## config.mk

```make
export PLATFORM = sky130hd
export DESIGN_NAME = seg7_scanner
export DESIGN_NICKNAME = d
export VERILOG_FILES = /design/src/rtl/seg7_pkg.sv /design/src/rtl/seg7_hex_decode.sv /design/src/rtl/seg7_scanner.sv
export SDC_FILE = /design/constraint.sdc
export NUM_CORES = 1
export LEC_CHECK = 0
export CAP_MARGIN = 20
export CELL_PAD_IN_SITES_DETAIL_PLACEMENT = 1
export CELL_PAD_IN_SITES_GLOBAL_PLACEMENT = 2
export CORE_MARGIN = 2
export CORE_UTILIZATION = 39
export DETAILED_ROUTE_END_ITERATION = 7
export PLACE_DENSITY_LB_ADDON = 0.2
export SLEW_MARGIN = 20
export SYNTH_ARGS = -nofsm -noshare
export SYNTH_HDL_FRONTEND = slang
export SYNTH_SLANG_ARGS = --single-unit
```

## constraint.sdc

```tcl
create_clock -name clk -period 7.8 [get_ports clk]
set_input_delay 1.17 -clock clk [delete_from_list [all_inputs] [get_ports clk]]
set_output_delay 1.17 -clock clk [all_outputs]
set_load 0.01 [all_outputs]
```

## src/rtl/seg7_pkg.sv

```systemverilog
// Shared definitions for the multiplexed seven-segment scanner: scan states,
// the dark output code and the active-low hex glyph table.
package seg7_pkg;

  typedef enum logic [1:0] {
    ST_LOAD  = 2'd0,
    ST_BLANK = 2'd1,
    ST_SHOW  = 2'd2
  } state_t;

  localparam logic [7:0] SEG_OFF = 8'hFF;

  // Glyphs in {g,f,e,d,c,b,a} order, active-low; leftmost entry is nibble F.
  localparam logic [15:0][6:0] HEX_SEG = {
    7'h0E, 7'h06, 7'h21, 7'h46,   // F E d C
    7'h03, 7'h08, 7'h10, 7'h00,   // b A 9 8
    7'h78, 7'h02, 7'h12, 7'h19,   // 7 6 5 4
    7'h30, 7'h24, 7'h79, 7'h40    // 3 2 1 0
  };

  function automatic logic [7:0] digit_select(input logic [2:0] idx);
    return ~(8'b0000_0001 << idx);
  endfunction

endpackage

```

## src/rtl/seg7_hex_decode.sv

```systemverilog
// Combinational nibble to active-low seven-segment glyph lookup.
module seg7_hex_decode
  import seg7_pkg::*;
(
  input  logic [3:0] i_nibble,
  output logic [6:0] o_seg
);

  assign o_seg = HEX_SEG[i_nibble];

endmodule

```

## src/rtl/seg7_scanner.sv

```systemverilog
// Multiplexed 8-digit common-anode display driver with inter-digit blanking and
// frame-boundary data latching. Optional blink support under `SEG7_BLINK_EN.
module seg7_scanner
  import seg7_pkg::*;
#(
  parameter int DIGITS       = 8,
  parameter int DWELL_CYCLES = 100000,
  parameter int BLANK_CYCLES = 1000
`ifdef SEG7_BLINK_EN
  ,
  parameter int BLINK_FRAMES = 250
`endif
)(
  input  logic        clk,
  input  logic        rst,
  input  logic [31:0] data,
  input  logic [7:0]  dp,
  input  logic [7:0]  digit_en,
`ifdef SEG7_BLINK_EN
  input  logic [7:0]  blink,
`endif
  output logic [7:0]  seg_en,
  output logic [7:0]  seg_out,
  output logic        frame_done
);

  localparam int MAX_CYC = (DWELL_CYCLES > BLANK_CYCLES) ? DWELL_CYCLES : BLANK_CYCLES;
  localparam int CW      = $clog2(MAX_CYC + 1);
  localparam int IW      = 3;

  localparam logic [CW-1:0] BLANK_LAST = CW'(BLANK_CYCLES - 1);
  localparam logic [CW-1:0] DWELL_LAST = CW'(DWELL_CYCLES - 1);
  localparam logic [IW-1:0] LAST_IDX   = IW'(DIGITS - 1);

  state_t          r_state;
  state_t          w_state_nx;
  logic [IW-1:0]   r_idx;
  logic [IW-1:0]   w_idx_nx;
  logic [CW-1:0]   r_cnt;
  logic [CW-1:0]   w_cnt_nx;

  logic [31:0]     r_sh_data;
  logic [7:0]      r_sh_dp;
  logic [7:0]      r_sh_en;

  logic [7:0]      r_seg_en;
  logic [7:0]      r_seg_out;
  logic            r_frame_done;

  logic            w_load;
  logic            w_frame_end;
  logic            w_lit;
  logic            w_blanked;
  logic            w_fd_nx;
  logic [3:0]      w_nibble;
  logic [6:0]      w_glyph;
  logic [7:0]      w_seg_en_nx;
  logic [7:0]      w_seg_out_nx;

  assign w_nibble = r_sh_data[{r_idx, 2'b00} +: 4];

  seg7_hex_decode u_decode (
    .i_nibble (w_nibble),
    .o_seg    (w_glyph)
  );

`ifdef SEG7_BLINK_EN
  localparam int FW = (BLINK_FRAMES > 1) ? $clog2(BLINK_FRAMES) : 1;
  localparam logic [FW-1:0] FRAME_LAST = FW'(BLINK_FRAMES - 1);

  logic [7:0]    r_sh_blink;
  logic [FW-1:0] r_fcnt;
  logic          r_phase;

  // Phase flips once every BLINK_FRAMES completed frames.
  always_ff @(posedge clk or posedge rst) begin
    if (rst) begin
      r_sh_blink <= 8'h00;
      r_fcnt     <= '0;
      r_phase    <= 1'b0;
    end else begin
      if (w_load)
        r_sh_blink <= blink;
      if (w_frame_end) begin
        if (r_fcnt == FRAME_LAST) begin
          r_fcnt  <= '0;
          r_phase <= ~r_phase;
        end else begin
          r_fcnt <= r_fcnt + FW'(1);
        end
      end
    end
  end

  assign w_blanked = r_phase & r_sh_blink[r_idx];
`else
  assign w_blanked = 1'b0;
`endif

  // Next-state, and the outputs that belong to the state being entered.
  always_comb begin
    w_state_nx   = r_state;
    w_idx_nx     = r_idx;
    w_cnt_nx     = r_cnt;
    w_load       = 1'b0;
    w_frame_end  = 1'b0;
    w_lit        = 1'b0;
    w_seg_en_nx  = SEG_OFF;
    w_seg_out_nx = SEG_OFF;
    w_fd_nx      = 1'b0;

    case (r_state)
      ST_LOAD: begin
        w_load     = 1'b1;
        w_idx_nx   = '0;
        w_cnt_nx   = '0;
        w_state_nx = ST_BLANK;
      end
      ST_BLANK: begin
        if (r_cnt == BLANK_LAST) begin
          w_cnt_nx   = '0;
          w_state_nx = ST_SHOW;
        end else begin
          w_cnt_nx = r_cnt + CW'(1);
        end
      end
      ST_SHOW: begin
        if (r_cnt == DWELL_LAST) begin
          w_cnt_nx = '0;
          if (r_idx == LAST_IDX) begin
            w_frame_end = 1'b1;
            w_idx_nx    = '0;
            w_state_nx  = ST_LOAD;
          end else begin
            w_idx_nx   = r_idx + IW'(1);
            w_state_nx = ST_BLANK;
          end
        end else begin
          w_cnt_nx = r_cnt + CW'(1);
        end
      end
      default: begin
        w_idx_nx   = '0;
        w_cnt_nx   = '0;
        w_state_nx = ST_LOAD;
      end
    endcase

    // Entering or staying in SHOW never changes idx, so r_idx selects the digit.
    w_lit = (w_state_nx == ST_SHOW) && r_sh_en[r_idx] && !w_blanked;
    if (w_lit) begin
      w_seg_en_nx  = digit_select(r_idx);
      w_seg_out_nx = {~r_sh_dp[r_idx], w_glyph};
    end

    w_fd_nx = (w_state_nx == ST_SHOW) && (w_idx_nx == LAST_IDX) && (w_cnt_nx == DWELL_LAST);
  end

  always_ff @(posedge clk or posedge rst) begin
    if (rst) begin
      r_state <= ST_LOAD;
      r_idx   <= '0;
      r_cnt   <= '0;
    end else begin
      r_state <= w_state_nx;
      r_idx   <= w_idx_nx;
      r_cnt   <= w_cnt_nx;
    end
  end

  // Shadow copies are only refreshed at the frame boundary to keep frames tear-free.
  always_ff @(posedge clk or posedge rst) begin
    if (rst) begin
      r_sh_data <= 32'h0;
      r_sh_dp   <= 8'h00;
      r_sh_en   <= 8'h00;
    end else if (w_load) begin
      r_sh_data <= data;
      r_sh_dp   <= dp;
      r_sh_en   <= digit_en;
    end
  end

  always_ff @(posedge clk or posedge rst) begin
    if (rst) begin
      r_seg_en     <= SEG_OFF;
      r_seg_out    <= SEG_OFF;
      r_frame_done <= 1'b0;
    end else begin
      r_seg_en     <= w_seg_en_nx;
      r_seg_out    <= w_seg_out_nx;
      r_frame_done <= w_fd_nx;
    end
  end

  assign seg_en     = r_seg_en;
  assign seg_out    = r_seg_out;
  assign frame_done = r_frame_done;

endmodule

```

======== Yosys cells after proc, flatten, opt, wreduce, memory -nomap -nowiden ========
Memories as Yosys holds them, arrays and structs flattened.
Cells that the tools add are included.
W data, S select, Z words.
word-level totals
  bits in registers ....................... 87
  bits in read-only memories .............. 112
  memories ................................ 1
  memory bits (writable) .................. 0
  latch bits .............................. 0
memories
  name              depth  bits a word  read ports  clocked after Yosys merged registers in  wr ports  RTL line              RTL
  (name not given)  16     7            1           0                                        0         seg7_hex_decode.sv:9  assign o_seg = HEX_SEG[i_nibble];
operators by class
  divide/modulo/power cells ............... 0
  $lt $le $gt $ge ......................... 2
  add/sub/neg operators ................... 2
  multiply operators ...................... 0
  mux-type cells .......................... 18
  bitwise operators ....................... 2
  reductions and logical operators ........ 4
  equality and inequality tests ........... 8
  shift operators ......................... 2
operators by type and width
  operator                 count
  $eq A17 B17 Y1 const B   2
  $mux W17                 2
  $pmux W17 S2             1
  $shiftx A32 B6 Y4        1
  $add A17 B1 Y17 const B  1
  $eq A17 B10 Y1 const B   1
  $mux W8                  2
  $not A8 Y8               1
  $shl A1 B3 Y8 const A    1
  $mux W7                  1
  $bmux W1 S3              2
  $eq A3 B3 Y1 const B     2
  $mux W3                  2
  $pmux W2 S3              1
  $pmux W3 S2              1
  $lt A4 B5 Y1 const B     1
  $eq A2 B2 Y1 const B     2
  $lt A3 B4 Y1 const B     1
  $mux W1                  4
  $mux W2                  2
  $add A3 B1 Y3 const B    1
  $logic_and A1 B1 Y1      3
  $eq A2 B1 Y1 const B     1
  $logic_not A2 Y1         1
  $not A1 Y1               1

======== Longest topological paths before layout ========
  depth in word-level cells ............... 7
  depth in mapped cells ................... 10

======== Cells and area by module ========
Synthesis repeated with hierarchy kept, for this count alone.
unflattened totals
  cells, all modules ...................... 352
  area, all modules ....................... 4334.2 µm²
by module, submodules not included
  module           cells each  area an instance (µm²)  times used  seq. area each (µm²)
  seg7_scanner     317         4067.7                  1           2197.1
  seg7_hex_decode  35          266.5                   1           0.0

======== Least setup slack after synthesis ========
OpenSTA, ideal clock, no wires.
  path kind ............................... register -> register
  start ................................... register r_idx[0]
  end ..................................... register r_seg_out[3], in the netlist seg_out[3]
  stages on the path, launching flop included .. 10
  clock period less this slack ............ 2.290 ns
  buffers on the path ..................... 2
  setup slack ............................. 5.510 ns
  arrival time ............................ 2.226 ns
  cell sequence ........................... dfrtp_1 > buf_2 > buf_2 > mux4_2 > nand2_1 > nand2_1 > inv_1 > ha_1 > a211o_1 > nand3_1
on the way
  longest elaborated chain between the ends .. 7
  elaborated cells between the ends (all ways) .. 12
RTL lines
  element                                                 RTL line             RTL
  from (decl)                                             seg7_scanner.sv:37   logic [IW-1:0] r_idx;
  from (signal assigned)                                  seg7_scanner.sv:166  r_idx <= w_idx_nx;
  branches (longest 6 deep; another with $mem_v2 Z16 W7)  -
  $mux W8 *                                               seg7_scanner.sv:151  if (w_lit) begin
  via w_seg_out_nx[3]                                     seg7_scanner.sv:58   logic [7:0] w_seg_out_nx;
  to (signal assigned)                                    seg7_scanner.sv:191  r_seg_out <= w_seg_out_nx;
  to (decl)                                               seg7_scanner.sv:47   logic [7:0] r_seg_out;
Mark *: on every way through the listed nets, which the timed path passes. The select of a mux whose other input is x is not followed.
A chain may end at the register's enable or synchronous reset.

======== Final worst setup path ========
  start ................................... register r_cnt[0]
  end ..................................... register r_seg_out[5], in the netlist seg_out[5]
on the way
  longest elaborated chain between the ends .. 6
  elaborated cells between the ends (all ways) .. 8
RTL lines
  element                                           RTL line                                  RTL
  from (decl)                                       seg7_scanner.sv:39                        logic [CW-1:0] r_cnt;
  from (signal assigned)                            seg7_scanner.sv:167                       r_cnt <= w_cnt_nx;
  $eq A17 B17 Y1 or $eq A17 B10 Y1 (tied branches)  seg7_scanner.sv:128, seg7_scanner.sv:120
  $mux W2 (on tied branches)                        seg7_scanner.sv:128, seg7_scanner.sv:120
  $pmux W2 S3 *                                     seg7_scanner.sv:112                       case (r_state)
  $eq A2 B2 Y1 *                                    seg7_scanner.sv:150                       w_lit = (w_state_nx == ST_SHOW) && r_sh_en[r_idx] && !w_blanked;
  $logic_and A1 B1 Y1 *                             seg7_scanner.sv:150
  $mux W8 *                                         seg7_scanner.sv:151
  via w_seg_out_nx[5]                               seg7_scanner.sv:58
Mark *: on every way through the listed nets, which the timed path passes. The rest lies on a longest branch.

==> flow_summary.yaml <==
timing:
  setup_viol: 0
  postLayoutSetupSlackWorst_ns: 5.04
  fin_crit_sh: 0.354
  hold-worst-slack_ns: 0.500
  final_hold_viol_count: 0
  rsz0062_at_grt: "no"
  max_freq_mhz: 362
  fin_crit_ns: 2.76
  relSlewSlack: 0.392
  finClkSkew_ns: 0.00688
  max_slew.worst_pin.slew_ns: 0.887
  slew_violations: 0
  setup_tns_ns: 0
global_route:
  grt.total_usage: 0.178
  global_route.overflow_total: 0
  met2_routing_resource_usage_after_global_routing: 0.292
  grt_util_met3: 0.0394
  grt_busiest_layer: "met2"
  global_route_wire_length_before_repair_um: 16300
  number_of_antenna_violations_at_the_first_check_in_global_routing: 0
  grt_max_degree: 88
  grt_pass1_vias: 3166
  globalRouteMet1Util: 0.239
route:
  route.final.wire_length_um: 10000
  vias: 3001
  count_of_tritonroute_iterations_in_the_first_routing_pass: 4
  antenna_violating_nets_post_route: 0
  avgRoutedWirePerCell_um: 17.8
  post-route-drc-count: 0
  drt_first_iter_violations: 66
  detail_route.vias_per_cell: 5.33
logic_synthesis:
  syn_warnings: 0
  avg_inst_size_synth_um2: 12.4
  synthesis.area_mm2: 0.00441
  gate_count_post_synth: 357
  fraction_of_the_yosys_area_taken_by_sequential_cells: 0.498
  synthDistinctLibCells: 57
  synth_enable_flop_cells: 0
  synth-main-ff-cell: "sky130_fd_sc_hd__dfrtp_1"
  ys_ff_latch: 87
  yosys.area.top_type_share: 0.402
  synth.area.top_cells: "sky130_fd_sc_hd__dfrtp_1 40%, sky130_fd_sc_hd__mux2_2 13%, sky130_fd_sc_hd__dfstp_2 9.5%"
  asyncSetResetFlopFracSynth: 1.00
  synth.largest_area_cell: "sky130_fd_sc_hd__dfrtp_1"
  number_of_nets_produced_by_synthesis: 424
power_and_ir_drop:
  vdd.ir_drop.worst_v: 0.0000798
  power.density_cell_area_mw_per_mm2: 176
  p_leak_nw: 2.21
floorplan:
  die-height_um: 110
  core_mm2: 0.0109
  floorplan.initialDensity: 0.404
  num_io_pins: 67
  num_rows: 38
  die-width_um: 110
  dieArea_mm2: 0.0122
worst_setup_path:
  endpoint_kind: "flip-flop"
  cp_data_required_time_ns: 8.01
  critPathArrivalTime_ns: 2.97
  worstSetupPathType: "flip-flop to flip-flop"
  timing.critical_path.fanout_max: 16
  setup.worst_path.start_class: "flip-flop"
placement:
  pre_cts_ws_ns: 4.53
  hpwlAfterDp_um: 7060
  portBuffers: 66
  gp_congestion: 0.772
layout:
  inserted_diodes: 0
  fin_util: 0.502
  fill_cells: 1146
  drive_gt1_frac: 0.260
  design.final.nets: 485
  area.growth.synth_to_final_pct: 24.3
clock_tree:
  cts.htree.levels: 3
  worst_skew_pair.late_latency_ns: 0.34
  ctsLongestPathBuffers: 2
  clk_pin_slew_worst_paths_ns: 0.07
  post_cts_hold_buffer_count: 0
  number_of_sinks_driven_by_the_clock_tree: 87
  cts-resized-gates: 0
  post-cts-setup-buffers: 0
  cts-root-buf: "sky130_fd_sc_hd__clkbuf_16"
  cts_tree: "done"
  numCtsBuffers: 9
min_path:
  min-delay-path-class: "flip-flop to flip-flop"
outcome:
  status: "completed"
flow_run:
  max-cap-violations: 0
cells in the final DEF, fill, tap and decap left out, types with 8 or more instances in the layout:
master and count:
sky130_fd_sc_hd__ha_1 16, sky130_fd_sc_hd__nor2_1 21, sky130_fd_sc_hd__dfrtp_1 70, sky130_fd_sc_hd__mux4_2 12, sky130_fd_sc_hd__clkdlybuf4s50_1 66, sky130_fd_sc_hd__mux2_2 50
sky130_fd_sc_hd__nand2_1 27, sky130_fd_sc_hd__inv_1 11, sky130_fd_sc_hd__xnor2_1 9, sky130_fd_sc_hd__clkbuf_16 9, sky130_fd_sc_hd__nand3_1 12, sky130_fd_sc_hd__nand4_1 8
sky130_fd_sc_hd__dfstp_2 16
power breakdown:
part / internal [mW] / switching (mW)
logic: 0.0391 / 0.0245
clock network: 0.250 / 0.181
registers: 0.464 / 0.00711
worst paths after layout:
kind	from	end	slack, ns	cells past startpoint
max in group asynchronous	rst	r_idx[0]	5.84	3
min reg2reg	r_cnt[0]	r_cnt[0]	0.50	1
min in group asynchronous	rst	r_cnt[0]	1.38	3
max reg2reg	r_cnt[0]	seg_out[5]	5.04	7
max	r_cnt[0]	seg_out[5]	5.04	7
min	r_cnt[0]	r_cnt[0]	0.50	1
final cells by class:
class	count	area, um^2	share of cell area
timing repair buffer	68	679	0.124
clock inverter	6	71.3	0.0130
inverter	13	50.0	0.00912
multi-input combinational	239	2080	0.380
tap	140	175	0.0319
clock buffer	10	229	0.0417
sequential	87	2200	0.401
registers in the layout, summed over array words and instances (netlist names):
register    cells
r_sh_dp         8
r_state         2
seg_en          8
seg_out         8
r_sh_data      32
frame_done      1
r_cnt          17
r_idx           3
r_sh_en         8
Yosys cell counts (5+ instances only):
master	count
sky130_fd_sc_hd__a21oi_1	6
sky130_fd_sc_hd__buf_1	5
sky130_fd_sc_hd__dfrtp_1	71
sky130_fd_sc_hd__dfstp_2	16
sky130_fd_sc_hd__ha_1	17
sky130_fd_sc_hd__inv_1	12
sky130_fd_sc_hd__mux2_2	50
sky130_fd_sc_hd__mux2i_1	7
sky130_fd_sc_hd__mux4_2	12
sky130_fd_sc_hd__nand2_1	27
sky130_fd_sc_hd__nand2b_1	5
sky130_fd_sc_hd__nand3_1	12
sky130_fd_sc_hd__nand4_1	8
sky130_fd_sc_hd__nor2_1	21
sky130_fd_sc_hd__xnor2_1	9
sky130_fd_sc_hd__xor2_1	5
cell families (layout without fill, tap and decap cells):
family          Yosys count  count (layout)  synth area share
xor+xnor                 14              14            0.0278
buf+inv                  31              97            0.0343
fa+ha+maj                17              17            0.0482
flops                    87              87             0.498
compound gates           30              30            0.0496
simple gates            109             109             0.138
mux                      69              69             0.205
per-layer routing:
| layer | part of all wire | up-vias | wire length, um |
|---|---|---|---|
| met5 | 0 | - | 0 |
| met3 | 0.036 | 11 | 359 |
| met4 | 0.011 | 0 | 112 |
| met1 | 0.46 | 1542 | 4650 |
| met2 | 0.49 | 49 | 4890 |
| li1 | - | 1399 | - |
metrics by stage:
stage / cell area, um^2 / power (mW) / std cells
after floorplan: 4410 / 0.507 / 357
after CTS: 5470 / 0.979 / 563
after detailed placement: 5170 / 0.543 / 547
after global placement: 5170 / 0.541 / 547
after global routing: 5490 / 1.00 / 563
final: 5490 / 0.966 / 563
critical path: stages, from the launching register on:
cell and delay [ns]:
sky130_fd_sc_hd__dfrtp_1 0.40, sky130_fd_sc_hd__ha_1 0.26, sky130_fd_sc_hd__and4_4 0.28, sky130_fd_sc_hd__nand4_1 0.24
sky130_fd_sc_hd__a22oi_1 0.40, sky130_fd_sc_hd__o221ai_2 0.19, sky130_fd_sc_hd__nor3_4 0.59, sky130_fd_sc_hd__o221ai_1 0.27
No activity file was read; power rests on OpenSTA's default activity.
